`src/rtl/mem_arb_if.sv`:
```
// Request/response bundle between the fetch stage, the load/store stage, the
// memory port and the arbiter. slave is the arbiter's view; master is everyone else's.
interface mem_arb_if #(
    parameter int unsigned AW = 32,
    parameter int unsigned DW = 32
);
    localparam int unsigned SW = DW / 8;

    logic          if_req_val;
    logic          if_req_rdy;
    logic [AW-1:0] if_req_addr;
    logic          if_flush;
    logic          if_rsp_val;
    logic [DW-1:0] if_rsp_data;

    logic          ls_req_val;
    logic          ls_req_rdy;
    logic [AW-1:0] ls_req_addr;
    logic          ls_req_wen;
    logic [DW-1:0] ls_req_wdata;
    logic [SW-1:0] ls_req_wstrb;
    logic          ls_rsp_val;
    logic [DW-1:0] ls_rsp_data;

    logic          mem_req_val;
    logic          mem_req_rdy;
    logic [AW-1:0] mem_req_addr;
    logic          mem_req_wen;
    logic [DW-1:0] mem_req_wdata;
    logic [SW-1:0] mem_req_wstrb;
    logic          mem_rsp_val;
    logic [DW-1:0] mem_rsp_data;

    modport slave (
        input  if_req_val, if_req_addr, if_flush,
        output if_req_rdy, if_rsp_val, if_rsp_data,
        input  ls_req_val, ls_req_addr, ls_req_wen, ls_req_wdata, ls_req_wstrb,
        output ls_req_rdy, ls_rsp_val, ls_rsp_data,
        output mem_req_val, mem_req_addr, mem_req_wen, mem_req_wdata, mem_req_wstrb,
        input  mem_req_rdy, mem_rsp_val, mem_rsp_data
    );

    modport master (
        output if_req_val, if_req_addr, if_flush,
        input  if_req_rdy, if_rsp_val, if_rsp_data,
        output ls_req_val, ls_req_addr, ls_req_wen, ls_req_wdata, ls_req_wstrb,
        input  ls_req_rdy, ls_rsp_val, ls_rsp_data,
        input  mem_req_val, mem_req_addr, mem_req_wen, mem_req_wdata, mem_req_wstrb,
        output mem_req_rdy, mem_rsp_val, mem_rsp_data
    );
endinterface

```
`src/rtl/mem_arb.sv`:
```
// Single-port memory arbiter: one outstanding transaction, load/store priority
// with a fetch starvation guard, and dropping of fetch responses made stale by a flush.
module mem_arb #(
    parameter int unsigned AW         = 32,
    parameter int unsigned DW         = 32,
    parameter int unsigned STARVE_MAX = 4
) (
    input logic      clk,
    input logic      rst,
    mem_arb_if.slave bus
);
    localparam int unsigned CW = 4;
    localparam int unsigned SW = DW / 8;
    localparam logic [CW-1:0] STARVE_LIM = CW'(STARVE_MAX);

    typedef enum logic [2:0] {
        IDLE    = 3'd0,
        HOLD_IF = 3'd1,
        HOLD_LS = 3'd2,
        WAIT_IF = 3'd3,
        WAIT_LS = 3'd4
    } state_t;

    state_t        state, state_nxt;
    logic [CW-1:0] starve_cnt, starve_nxt;
    logic          drop, drop_nxt;
    logic          if_wins, own_if, own_ls, issue, accept;
    logic [AW-1:0] addr_mux;
    logic [DW-1:0] wdata_mux;
    logic [SW-1:0] wstrb_mux;

    // State, starvation counter and stale-fetch flag
    always_ff @(posedge clk or posedge rst) begin
        if (rst) begin
            state      <= IDLE;
            starve_cnt <= '0;
            drop       <= 1'b0;
        end else begin
            state      <= state_nxt;
            starve_cnt <= starve_nxt;
            drop       <= drop_nxt;
        end
    end

    // Arbitration, grant ownership and next-state
    always_comb begin
        state_nxt  = state;
        starve_nxt = starve_cnt;
        drop_nxt   = drop;
        own_if     = 1'b0;
        own_ls     = 1'b0;
        issue      = 1'b0;
        if_wins    = bus.if_req_val && (!bus.ls_req_val || (starve_cnt == STARVE_LIM));

        unique case (state)
            IDLE: begin
                if (bus.if_req_val || bus.ls_req_val) begin
                    issue  = 1'b1;
                    own_if = if_wins;
                    own_ls = !if_wins;
                end
            end
            HOLD_IF: begin
                issue  = 1'b1;
                own_if = 1'b1;
            end
            HOLD_LS: begin
                issue  = 1'b1;
                own_ls = 1'b1;
            end
            default: ;
        endcase

        accept = issue && bus.mem_req_rdy;

        unique case (state)
            IDLE: begin
                if (issue) begin
                    if (own_if) state_nxt = accept ? WAIT_IF : HOLD_IF;
                    else        state_nxt = accept ? WAIT_LS : HOLD_LS;
                end
            end
            HOLD_IF: if (accept) state_nxt = WAIT_IF;
            HOLD_LS: if (accept) state_nxt = WAIT_LS;
            WAIT_IF, WAIT_LS: if (bus.mem_rsp_val) state_nxt = IDLE;
            default: state_nxt = IDLE;
        endcase

        // Only load/store wins taken from IDLE against a waiting fetch count
        if (accept && own_if) begin
            starve_nxt = '0;
        end else if (accept && own_ls && (state == IDLE) && bus.if_req_val
                     && (starve_cnt < STARVE_LIM)) begin
            starve_nxt = starve_cnt + CW'(1);
        end

        // The response consumes the flag; a flush while a fetch is owned arms it
        if ((state == WAIT_IF) && bus.mem_rsp_val) begin
            drop_nxt = 1'b0;
        end else if (bus.if_flush && ((state == HOLD_IF) || (state == WAIT_IF)
                                      || ((state == IDLE) && accept && own_if))) begin
            drop_nxt = 1'b1;
        end
    end

    // Memory request fields follow the owner; a fetch never writes
    always_comb begin
        addr_mux  = own_if ? bus.if_req_addr : bus.ls_req_addr;
        wdata_mux = own_ls ? bus.ls_req_wdata : '0;
        wstrb_mux = own_ls ? bus.ls_req_wstrb : '0;
    end

    assign bus.mem_req_val   = !rst && issue;
    assign bus.mem_req_addr  = addr_mux;
    assign bus.mem_req_wen   = own_ls && bus.ls_req_wen;
    assign bus.mem_req_wdata = wdata_mux;
    assign bus.mem_req_wstrb = wstrb_mux;

    assign bus.if_req_rdy = !rst && own_if && bus.mem_req_rdy;
    assign bus.ls_req_rdy = !rst && own_ls && bus.mem_req_rdy;

    assign bus.if_rsp_val  = !rst && (state == WAIT_IF) && bus.mem_rsp_val
                             && !drop && !bus.if_flush;
    assign bus.if_rsp_data = bus.mem_rsp_data;
    assign bus.ls_rsp_val  = !rst && (state == WAIT_LS) && bus.mem_rsp_val;
    assign bus.ls_rsp_data = bus.mem_rsp_data;
endmodule

```
`src/flat_wrapper.sv`:
```
// flat-port wrapper written by rule: the top's interface ports become plain ports
module mem_arb_flat 
#(
    parameter int unsigned AW         = 32,
    parameter int unsigned DW         = 32,
    parameter int unsigned STARVE_MAX = 4
)
  (clk, rst, bus_if_req_val, bus_if_req_addr, bus_if_flush, bus_if_req_rdy, bus_if_rsp_val, bus_if_rsp_data, bus_ls_req_val, bus_ls_req_addr, bus_ls_req_wen, bus_ls_req_wdata, bus_ls_req_wstrb, bus_ls_req_rdy, bus_ls_rsp_val, bus_ls_rsp_data, bus_mem_req_val, bus_mem_req_addr, bus_mem_req_wen, bus_mem_req_wdata, bus_mem_req_wstrb, bus_mem_req_rdy, bus_mem_rsp_val, bus_mem_rsp_data);
  mem_arb_if #(.AW(AW), .DW(DW)) bus_i ();
  input logic clk;
  input logic rst;
  input wire logic [$bits(bus_i.if_req_val)-1:0] bus_if_req_val;
  input wire logic [$bits(bus_i.if_req_addr)-1:0] bus_if_req_addr;
  input wire logic [$bits(bus_i.if_flush)-1:0] bus_if_flush;
  output wire logic [$bits(bus_i.if_req_rdy)-1:0] bus_if_req_rdy;
  output wire logic [$bits(bus_i.if_rsp_val)-1:0] bus_if_rsp_val;
  output wire logic [$bits(bus_i.if_rsp_data)-1:0] bus_if_rsp_data;
  input wire logic [$bits(bus_i.ls_req_val)-1:0] bus_ls_req_val;
  input wire logic [$bits(bus_i.ls_req_addr)-1:0] bus_ls_req_addr;
  input wire logic [$bits(bus_i.ls_req_wen)-1:0] bus_ls_req_wen;
  input wire logic [$bits(bus_i.ls_req_wdata)-1:0] bus_ls_req_wdata;
  input wire logic [$bits(bus_i.ls_req_wstrb)-1:0] bus_ls_req_wstrb;
  output wire logic [$bits(bus_i.ls_req_rdy)-1:0] bus_ls_req_rdy;
  output wire logic [$bits(bus_i.ls_rsp_val)-1:0] bus_ls_rsp_val;
  output wire logic [$bits(bus_i.ls_rsp_data)-1:0] bus_ls_rsp_data;
  output wire logic [$bits(bus_i.mem_req_val)-1:0] bus_mem_req_val;
  output wire logic [$bits(bus_i.mem_req_addr)-1:0] bus_mem_req_addr;
  output wire logic [$bits(bus_i.mem_req_wen)-1:0] bus_mem_req_wen;
  output wire logic [$bits(bus_i.mem_req_wdata)-1:0] bus_mem_req_wdata;
  output wire logic [$bits(bus_i.mem_req_wstrb)-1:0] bus_mem_req_wstrb;
  input wire logic [$bits(bus_i.mem_req_rdy)-1:0] bus_mem_req_rdy;
  input wire logic [$bits(bus_i.mem_rsp_val)-1:0] bus_mem_rsp_val;
  input wire logic [$bits(bus_i.mem_rsp_data)-1:0] bus_mem_rsp_data;
  assign bus_i.if_req_val = bus_if_req_val;
  assign bus_i.if_req_addr = bus_if_req_addr;
  assign bus_i.if_flush = bus_if_flush;
  assign bus_if_req_rdy = bus_i.if_req_rdy;
  assign bus_if_rsp_val = bus_i.if_rsp_val;
  assign bus_if_rsp_data = bus_i.if_rsp_data;
  assign bus_i.ls_req_val = bus_ls_req_val;
  assign bus_i.ls_req_addr = bus_ls_req_addr;
  assign bus_i.ls_req_wen = bus_ls_req_wen;
  assign bus_i.ls_req_wdata = bus_ls_req_wdata;
  assign bus_i.ls_req_wstrb = bus_ls_req_wstrb;
  assign bus_ls_req_rdy = bus_i.ls_req_rdy;
  assign bus_ls_rsp_val = bus_i.ls_rsp_val;
  assign bus_ls_rsp_data = bus_i.ls_rsp_data;
  assign bus_mem_req_val = bus_i.mem_req_val;
  assign bus_mem_req_addr = bus_i.mem_req_addr;
  assign bus_mem_req_wen = bus_i.mem_req_wen;
  assign bus_mem_req_wdata = bus_i.mem_req_wdata;
  assign bus_mem_req_wstrb = bus_i.mem_req_wstrb;
  assign bus_i.mem_req_rdy = bus_mem_req_rdy;
  assign bus_i.mem_rsp_val = bus_mem_rsp_val;
  assign bus_i.mem_rsp_data = bus_mem_rsp_data;
  mem_arb #(.AW(AW), .DW(DW), .STARVE_MAX(STARVE_MAX)) u_core (.clk(clk), .rst(rst), .bus(bus_i));
endmodule
```
`config.mk`:
```
export PLATFORM = sky130hd
export DESIGN_NAME = mem_arb_flat
export DESIGN_NICKNAME = d
export VERILOG_FILES = /design/src/rtl/mem_arb_if.sv /design/src/rtl/mem_arb.sv /design/src/flat_wrapper.sv
export SDC_FILE = /design/constraint.sdc
export NUM_CORES = 1
export LEC_CHECK = 0
export ABC_CLOCK_PERIOD_IN_PS = 2650
export BUFFER_PORTS_ARGS = -buffer_cell sky130_fd_sc_hd__buf_2
export CAP_MARGIN = 30
export CORE_AREA = 5 5 104 106
export DETAILED_ROUTE_END_ITERATION = 10
export DIE_AREA = 0 0 109 111
export REMOVE_ABC_BUFFERS = 1
export SLEW_MARGIN = 30
export SYNTH_ARGS = -nofsm -noshare
export SYNTH_HDL_FRONTEND = slang
export SYNTH_SLANG_ARGS = --single-unit
```
`constraint.sdc`:
```
create_clock -name clk -period 2.65 [get_ports clk]
set_clock_uncertainty 0.15 [all_clocks]
set_input_delay 0.1325 -clock clk [delete_from_list [all_inputs] [get_ports clk]]
set_output_delay 0.1325 -clock clk [all_outputs]
set_load 0.005 [all_outputs]
```
==> flow_metrics.env, run 1 <==
export IMPL_core_area_sq_mm=0.00968
export IMPL_fmax_mhz=407
export IMPL_synthFlopType="dfrtp_1"
export IMPL_place_inst=446
export IMPL_synth_area_sq_mm=0.00178
export IMPL_drt_iter0_markers=107
export IMPL_cts_tree="done"
export IMPL_synth_top_area_cell="buf_4"
export IMPL_final_max_slew_violation_count=0
export IMPL_synthTopCellsByCount="64 x buf_4, 38 x nor3b_1, 25 x mux2_2"
export IMPL_synthMuxAreaShare_pct=20.3
export IMPL_reg2reg_slack_ns=0.79
export IMPL_cts_buffer_depth=2
export IMPL_antenna_found_initial=0
export IMPL_first_pass_iters=4
export IMPL_cts_resized_gates=0
export IMPL_syn_inst=209
export IMPL_crit_chain="inv_1, ha_1, and4b_1, o31ai_4, buf_12, mux2_2, buf_2"
export IMPL_synth_area_per_cell_sq_um=8.50
export IMPL_clk_latency_ns=0.23
export IMPL_nets=462
export IMPL_async_flop_share_pct=100
export IMPL_worstPathArrival_ns=2.17
export IMPL_synth_top_family_by_area="buffers and inverters"
export IMPL_yosysMostFrequentCell="buf_4"
export IMPL_yosys_warnings=0
export IMPL_clock_sinks=8
export IMPL_worstPathMaxFanout=33
export IMPL_synth_simple_area_share_pct=24.8
export IMPL_post_route_period_util_pct=92.7
export IMPL_max_slew_margin_pct=53.7
export IMPL_grt_pass1_vias=1997
export IMPL_max_vdd_ir_drop_uv=322
export IMPL_io_pins=278
export IMPL_maxCapViolations=0
export IMPL_postRouteAntennaNets=0
export IMPL_min_path_cells=3
export IMPL_postCtsSetupRepairBufs=0
export IMPL_vias=1973
export IMPL_finalCriticalPeriod_ns=2.46
export IMPL_rsz0062_at_grt="no"
export IMPL_cp_start_kind="flip-flop"
export IMPL_fin_hold_ws_ns=0.0768
export IMPL_seqCellArea_sq_um=200
export IMPL_finalSetupViolations=0
export IMPL_portBuffers=181
export IMPL_syn_to_final_growth_pct=33.9
export IMPL_yosysSeqAreaShare_pct=11.3
export IMPL_viasPerCell=4.37
export IMPL_path_depth=7
export IMPL_ys_ff_latch=8
export IMPL_end_kind="output port"
export IMPL_grt_pass1_wl_mm=15.3
export IMPL_grt_util_all_layers_pct=18.4
export IMPL_cts_buffers=3
export IMPL_cp_num_buf_inv=3
export IMPL_drc_errors=0
export IMPL_hold_violations=0
export IMPL_synth_fa_ha_area_share_pct=1.41
export IMPL_htree_levels=1
export IMPL_power_leakage_nw=1.22
export IMPL_die_y_um=111
export IMPL_wl_mm=12.1
export IMPL_die_area_sq_mm=0.0121
export IMPL_synth_edff_count=0
export IMPL_clockRootBuffer="clkbuf_8"
export IMPL_crit_required_ns=2.37
export IMPL_start_util_pct=18.3
export IMPL_synthTopCellsByArea="buf_4 27%, nor3b_1 16%, mux2_2 16%"
export IMPL_critPathTopFamily="buffers and inverters"
export IMPL_power_density_mw_per_mm2=697
export IMPL_routedWlPerCell_um=26.9
export IMPL_yosys_area_share_xor_xnor_pct=0
export IMPL_rr_worst_depth=3
export IMPL_status="completed"
export IMPL_dpl_hpwl_mm=11.0
export IMPL_slowest_delay_ns=0.40
export IMPL_tightestPinTransition_ns=0.694
export IMPL_cts_reportedPaths_clkPinSlew_ns=0.04
export IMPL_hold_path_class="in -> reg"
export IMPL_num_fill_cells=1046
export IMPL_synth_cell_types=39
export IMPL_std_cell_rows=36
export IMPL_place_gp_congestion=0.824
export IMPL_finalPower_mw=1.66
export IMPL_multi_input_area_sq_um=1000
export IMPL_grt_max_degree=40
export IMPL_diodes=0
export IMPL_drive_gt1_share_pct=68.6
export IMPL_yosys_area_top_type_share_pct=27.0
export IMPL_fp_dieW_um=109
export IMPL_synth_compound_area_share_pct=9.15
export IMPL_slowest_stage="mux2_2"
export IMPL_final_cells=451
export IMPL_crit_type="reg -> out"
export IMPL_grt_overflow_total=0
export IMPL_fin_util_pct=24.6
-- metrics by stage --
stage | TNS [ns] | setup WS [ns] | area, sq um
final | 0 | 0.193 | 2380
after global routing | 0 | 0.0965 | 2380
after CTS | 0 | 0.193 | 2380
after detailed placement | 0 | 0.432 | 2320
after global placement | 0 | 0.467 | 2320
after floorplan | -0.0741 | -0.0621 | 1210
-- what timing repair did --
item                       CTS  global route
hold buffers                 2             0
setup endpoints to repair    0             0
hold endpoints to repair     9             0
-- power by group --
| part | leakage (nW) | switching, mW | total [mW] | internal (mW) |
|---|---|---|---|---|
| Clock | 0.0216 | 0.0489 | 0.147 | 0.0984 |
| Combinational | 1.10 | 0.637 | 1.27 | 0.635 |
| Sequential | 0.106 | 0.0760 | 0.239 | 0.163 |
| Total | 1.22 | 0.762 | 1.66 | 0.896 |
-- flip-flops by register name (all words and copies together), names as in the netlist --
| register | count |
|---|---|
| u_core.state | 3 |
| u_core.drop | 1 |
| u_core.starve_cnt | 4 |
-- routing by layer --
layer | global-route usage [%] | vias to the layer above | routed length [um]
met4 | 4.80 | 2 | 310
met2 | 34.1 | 221 | 6260
met5 | 6.25 | - | 74
met1 | 13.6 | 836 | 3190
li1 | - | 897 | -
met3 | 15.3 | 17 | 2290
-- logic make-up (layout without fill, tap and decap cells) --
group,count (synthesis),after routing
fa+ha+maj,2,2
simple gates,61,61
mux,32,32
flops,8,8
compound gates,22,22
buf+inv,84,193
-- cell type report --
class / count / share of cell area, %
Inverter: 5 / 0.789
Sequential cell: 8 / 8.41
Timing Repair Buffer: 185 / 40.1
Multi-Input combinational cell: 117 / 42.0
Clock buffer: 3 / 1.74
Tap cell: 133 / 6.99
-- path summary, 6_finish.rpt --
kind,start,to
max,u_core.starve_cnt[0],bus_mem_req_addr[2]
min,bus_if_flush,u_core.drop
max reg2reg,u_core.state[0],u_core.starve_cnt[0]
min reg2reg,u_core.state[2],u_core.state[0]
max in group asynchronous,rst,u_core.starve_cnt[1]
min in group asynchronous,rst,u_core.drop
-- layout by cell type, fill, tap and decap left out, types with 2 or more instances in the layout --
cell	instances
dlygate4sd3_1	2
inv_1	5
o21ai_0	3
nand2_1	3
or2_2	2
nand4b_1	2
clkbuf_8	3
nor2_1	2
mux2_1	7
nor3b_1	38
dfrtp_1	8
ha_1	2
nor3_1	3
buf_2	181
and4b_1	2
a21oi_1	6
mux2_2	25
nand3_1	2
-- tightest hold or removal path, cell delays in order --
cell     delay, ns
buf_2         0.09
o21ai_0       0.06
a21oi_1       0.13
(Power assumes the default switching activity.)
==> run 2: changes to the inputs <==
Settings changed: PLACE_DENSITY_LB_ADDON set to 0.05, REMOVE_ABC_BUFFERS 1 to unset.
==> flow_metrics.env, run 2 (synthesis results as in run 1) <==
export IMPL_num_fill_cells=1106
export IMPL_dpl_hpwl_mm=6.29
export IMPL_clock_power_share_pct=9.0
export IMPL_io_pins=278
export IMPL_finalCriticalPeriod_ns=2.43
export IMPL_fp_dieW_um=109
export IMPL_crit_type="reg -> out"
export IMPL_place_gp_congestion=0.711
export IMPL_hp_start="bus_if_flush"
export IMPL_first_pass_iters=4
export IMPL_grt_pass1_vias=1892
export IMPL_wl_mm=7.49
export IMPL_min_to="u_core.drop"
export IMPL_worstPathMaxFanout=33
export IMPL_drc_errors=0
export IMPL_vias=1892
export IMPL_drive_gt1_share_pct=68.6
export IMPL_highest_layer="met4"
export IMPL_grt_pass1_wl_mm=10.6
export IMPL_multi_input_area_sq_um=992
export IMPL_intPower_mw=0.892
export IMPL_grt_overflow_total=0
export IMPL_cts_tree="done"
export IMPL_post_route_period_util_pct=91.7
export IMPL_finalSetupViolations=0
export IMPL_hold_violations=0
export IMPL_max_flop_register="u_core.starve_cnt"
export IMPL_status="completed"
export IMPL_comb_power_share_pct=76.5
export IMPL_worstPathArrival_ns=2.15
export IMPL_crit_required_ns=2.37
export IMPL_clockRootBuffer="clkbuf_8"
export IMPL_reg2reg_to="u_core.starve_cnt[0]"
export IMPL_cts_resized_gates=0
export IMPL_min_path_cells=3
export IMPL_wl_met3_um=889
export IMPL_reg_top3="u_core.starve_cnt: 4 flops, u_core.state: 3 flops, u_core.drop: 1 flops"
export IMPL_viasPerCell=4.20
export IMPL_final_max_slew_violation_count=0
export IMPL_core_area_sq_mm=0.00968
export IMPL_nets=462
export IMPL_max_vdd_ir_drop_uv=229
export IMPL_rr_worst_depth=3
export IMPL_mostFrequentLayoutCells="181 x buf_2, 38 x nor3b_1, 25 x mux2_2"
export IMPL_cp_start_kind="flip-flop"
export IMPL_std_cell_rows=36
export IMPL_hold_path_class="in -> reg"
export IMPL_drt_iter0_markers=60
export IMPL_sw_frac_of_total_pct=45.8
export IMPL_antenna_found_initial=0
export IMPL_fin_tns_setup_ns=0
export IMPL_routedWlPerCell_um=16.6
export IMPL_postRouteAntennaNets=0
export IMPL_start_util_pct=18.3
export IMPL_cts_buffer_depth=2
export IMPL_wirelength_met1_mm=2.51
export IMPL_maxCapViolations=0
export IMPL_tightestPinTransition_ns=0.724
export IMPL_cts_buffers=3
export IMPL_syn_num_nets=351
export IMPL_cts_reportedPaths_clkPinSlew_ns=0.05
export IMPL_grt_max_degree=40
export IMPL_largest_register_ffs=4
export IMPL_seqCellArea_sq_um=200
export IMPL_power_leakage_nw=1.22
export IMPL_fmax_mhz=412
export IMPL_reg2reg_slack_ns=0.80
export IMPL_wl_met2_mm=4.03
export IMPL_end_kind="output port"
export IMPL_portBuffers=181
export IMPL_final_common_cell="buf_2"
export IMPL_grt_util_all_layers_pct=11.1
export IMPL_clock_sinks=8
export IMPL_htree_levels=1
export IMPL_power_density_mw_per_mm2=694
export IMPL_switchingPower_mw=0.755
export IMPL_rsz0062_at_grt="no"
export IMPL_fin_hold_ws_ns=0.0489
export IMPL_seq_power_share_pct=14.5
export IMPL_diodes=0
export IMPL_r2r_start="u_core.state[0]"
export IMPL_syn_to_final_growth_pct=33.5
export IMPL_die_y_um=111
export IMPL_die_area_sq_mm=0.0121
export IMPL_max_slew_margin_pct=51.7
export IMPL_clk_latency_ns=0.23
==> run 2: cell count changes in the layout (fill, tap and decap cells not counted) <==
cell,delta
a21oi_4,-1
a21oi_2,+1
==> run 2: worst max path at each step <==
stage,end,start,cells past startpoint
after floorplan,bus_mem_req_addr[17],u_core.starve_cnt[0],7
after global placement,bus_mem_req_addr[8],u_core.starve_cnt[0],7
after detailed placement,bus_mem_req_addr[8],u_core.starve_cnt[0],7
after CTS,bus_mem_req_addr[8],u_core.starve_cnt[0],7
after global routing,bus_mem_req_addr[8],u_core.starve_cnt[0],7
final,bus_mem_req_addr[8],u_core.starve_cnt[0],7
==> run 2: power by group through the flow <==
stage	Sequential (mW)	Combinational [mW]	Clock, mW
after floorplan	0.195	0.889	0
after global placement	0.242	1.31	0
after detailed placement	0.241	1.29	0
after CTS	0.237	1.30	0.156
after global routing	0.248	1.40	0.162
final	0.238	1.26	0.149
==> run 2: per-stage QoR <==
| step | utilization (%) | power, mW | setup slack (ns) | cell area, sq um | instances |
|---|---|---|---|---|---|
| floorplan | - | 1.08 | 0.588 | 1780 | 209 |
| detailed placement | 23.9 | 1.53 | 0.446 | 2310 | 446 |
| CTS | 24.5 | 1.69 | 0.198 | 2370 | 451 |
| global placement | 23.9 | 1.55 | 0.461 | 2310 | 446 |
| global route | 24.5 | 1.81 | 0.107 | 2370 | 451 |
| finish | 24.5 | 1.65 | 0.221 | 2370 | 451 |
==> run 2: layer usage <==
| layer | up-vias | GRT usage (%) |
|---|---|---|
| met5 | - | 0 |
| met4 | 0 | 2.27 |
| met3 | 8 | 3.26 |
| met2 | 147 | 22.2 |
| met1 | 844 | 10.8 |
| li1 | 893 | - |
==> run 2: critical path, stage by stage, from the launching register on <==
cell	delay, ns
dfrtp_1	0.36
inv_1	0.07
ha_1	0.20
and4b_1	0.27
o31ai_4	0.27
buf_12	0.25
mux2_2	0.36
buf_2	0.13
==> run 2: cell type report <==
cell class / instances / share of cell area, %
clock buffer: 3 / 1.74
tap: 133 / 7.01
sequential: 8 / 8.44
timing repair buffer: 185 / 40.2
multi-input combinational: 117 / 41.8
inverter: 5 / 0.791
==> run 2: repair_timing <==
item / 4_1_cts / 5_1_grt
endpoints found under the hold margin: 9 / 0
hold buffers: 2 / 0
buffers inserted: 0 / 0
==> run 3: changes to the inputs <==
Settings changed: CORE_AREA 5 5 104 106 to 5 5 103 105, DIE_AREA 0 0 109 111 to 0 0 108 110.
==> flow_metrics.env, run 3 (synthesis results as in run 1) <==
export IMPL_hold_violations=0
export IMPL_std_cell_rows=36
export IMPL_clk_latency_ns=0.23
export IMPL_core_area_sq_mm=0.00955
export IMPL_crit_chain="inv_1, ha_1, and4b_1, o31ai_4, buf_12, mux2_2, buf_2"
export IMPL_routedWlPerCell_um=16.2
export IMPL_power_density_mw_per_mm2=698
export IMPL_antenna_found_initial=0
export IMPL_grt_max_degree=40
export IMPL_syn_num_nets=351
export IMPL_syn_to_final_growth_pct=33.5
export IMPL_diodes=0
export IMPL_htree_levels=1
export IMPL_post_route_period_util_pct=92.2
export IMPL_io_pins=278
export IMPL_hold_path_class="in -> reg"
export IMPL_first_pass_iters=4
export IMPL_wl_met2_mm=3.67
export IMPL_rr_worst_depth=3
export IMPL_crit_type="reg -> out"
export IMPL_max_flop_register="u_core.starve_cnt"
export IMPL_grt_pass1_wl_mm=9.96
export IMPL_finalPower_mw=1.66
export IMPL_cp_start_kind="flip-flop"
export IMPL_placed_cell_area_sq_mm=0.00231
export IMPL_vias=1843
export IMPL_portBuffers=181
export IMPL_postRouteAntennaNets=0
export IMPL_crit_required_ns=2.37
export IMPL_clockRootBuffer="clkbuf_8"
export IMPL_status="completed"
export IMPL_end_kind="output port"
export IMPL_max_vdd_ir_drop_uv=245
export IMPL_dpl_hpwl_mm=6.14
export IMPL_finalSetupViolations=0
export IMPL_fin_tns_setup_ns=0
export IMPL_slowest_stage="dfrtp_1"
export IMPL_cts_buffers=3
export IMPL_multi_input_area_sq_um=992
export IMPL_die_area_sq_mm=0.0119
export IMPL_grt_pass1_vias=1885
export IMPL_wl_met3_um=889
export IMPL_final_common_cell="buf_2"
export IMPL_worstPathMaxFanout=33
export IMPL_stdcell_area_sq_mm=0.00237
export IMPL_start_util_pct=18.6
export IMPL_cts_resized_gates=0
export IMPL_cts_buffer_depth=2
export IMPL_final_max_slew_violation_count=0
export IMPL_wirelength_met1_mm=2.64
export IMPL_seqCellArea_sq_um=200
export IMPL_highest_layer="met4"
export IMPL_wl_mm=7.32
export IMPL_place_gp_congestion=0.761
export IMPL_grt_util_all_layers_pct=10.6
export IMPL_drive_gt1_share_pct=68.6
export IMPL_worstPathArrival_ns=2.16
export IMPL_clock_sinks=8
export IMPL_reg_top3="u_core.starve_cnt: 4 flops, u_core.state: 3 flops, u_core.drop: 1 flops"
export IMPL_fmax_mhz=410
export IMPL_min_path_cells=3
export IMPL_die_y_um=110
export IMPL_slowest_delay_ns=0.36
export IMPL_cts_reportedPaths_clkPinSlew_ns=0.04
export IMPL_finalCriticalPeriod_ns=2.44
export IMPL_max_slew_margin_pct=50.6
export IMPL_grt_overflow_total=0
export IMPL_fp_dieW_um=108
export IMPL_cts_tree="done"
export IMPL_drc_errors=0
export IMPL_rsz0062_at_grt="no"
export IMPL_drt_iter0_markers=70
export IMPL_nets=462
export IMPL_num_fill_cells=1069
export IMPL_maxCapViolations=0
export IMPL_power_leakage_nw=1.22
export IMPL_largest_register_ffs=4
export IMPL_tightestPinTransition_ns=0.740
export IMPL_postCtsSetupRepairBufs=0
export IMPL_viasPerCell=4.09
export IMPL_mostFrequentLayoutCells="181 x buf_2, 38 x nor3b_1, 25 x mux2_2"
run 3: cell counts in the layout (fill, tap and decap cells not counted):
Identical to the previous run, type by type.
run 3: worst max-delay path: cells and delay by family, from the launching register on:
kind | cells | cell delay, ns
AO/OA/AOI/OAI | 1 | 0.28
adder cells (fa/ha/maj) | 1 | 0.21
buffers and inverters | 3 | 0.44
flip-flops | 1 | 0.36
multiplexers | 1 | 0.36
AND/OR/NAND/NOR | 1 | 0.27
run 3: per-layer routing:
metal / global-route usage, % / up-vias
li1: - / 894
met1: 11.4 / 806
met2: 19.5 / 133
met3: 3.67 / 10
met4: 2.98 / 0
met5: 0 / -
run 3: report_power, final:
group	internal [mW]	switching (mW)	leakage [nW]
clock network	0.0982	0.0458	0.0216
logic	0.632	0.643	1.09
registers	0.163	0.0735	0.106
run 3: worst paths after layout:
kind | from | end | slack [ns]
worst max-delay path | u_core.starve_cnt[0] | bus_mem_req_addr[12] | 0.21
worst min-delay path | bus_if_flush | u_core.drop | 0.06
worst max register to register | u_core.state[0] | u_core.starve_cnt[0] | 0.75
worst min register to register | u_core.state[2] | u_core.state[0] | 0.42
max in group asynchronous | rst | u_core.starve_cnt[2] | 1.79
min in group asynchronous | rst | u_core.drop | 0.30
run 3: final cells by class:
cell class              count  area share [%]
flip-flops and latches      8            8.44
well taps                 133            7.01
clock buffers               3            1.74
repair buffers            185            40.2
multi-input cells         117            41.8
inverters                   5           0.791
run 3: timing repair:
action                                 4_1_cts  5_1_grt
endpoints found under the hold margin        9        0
setup endpoints to repair                    0        0
hold buffers                                 2        0
run 3: metrics by stage:
step                hold slack, ns  std cells  utilization [%]  setup WS, ns
global route                 0.115        451             24.8         0.106
floorplan                   -0.194        209                -         0.588
detailed placement         0.00925        446             24.2         0.439
global placement            0.0185        446             24.2         0.469
finish                      0.0649        451             24.8         0.208
CTS                         0.0691        451             24.8         0.192
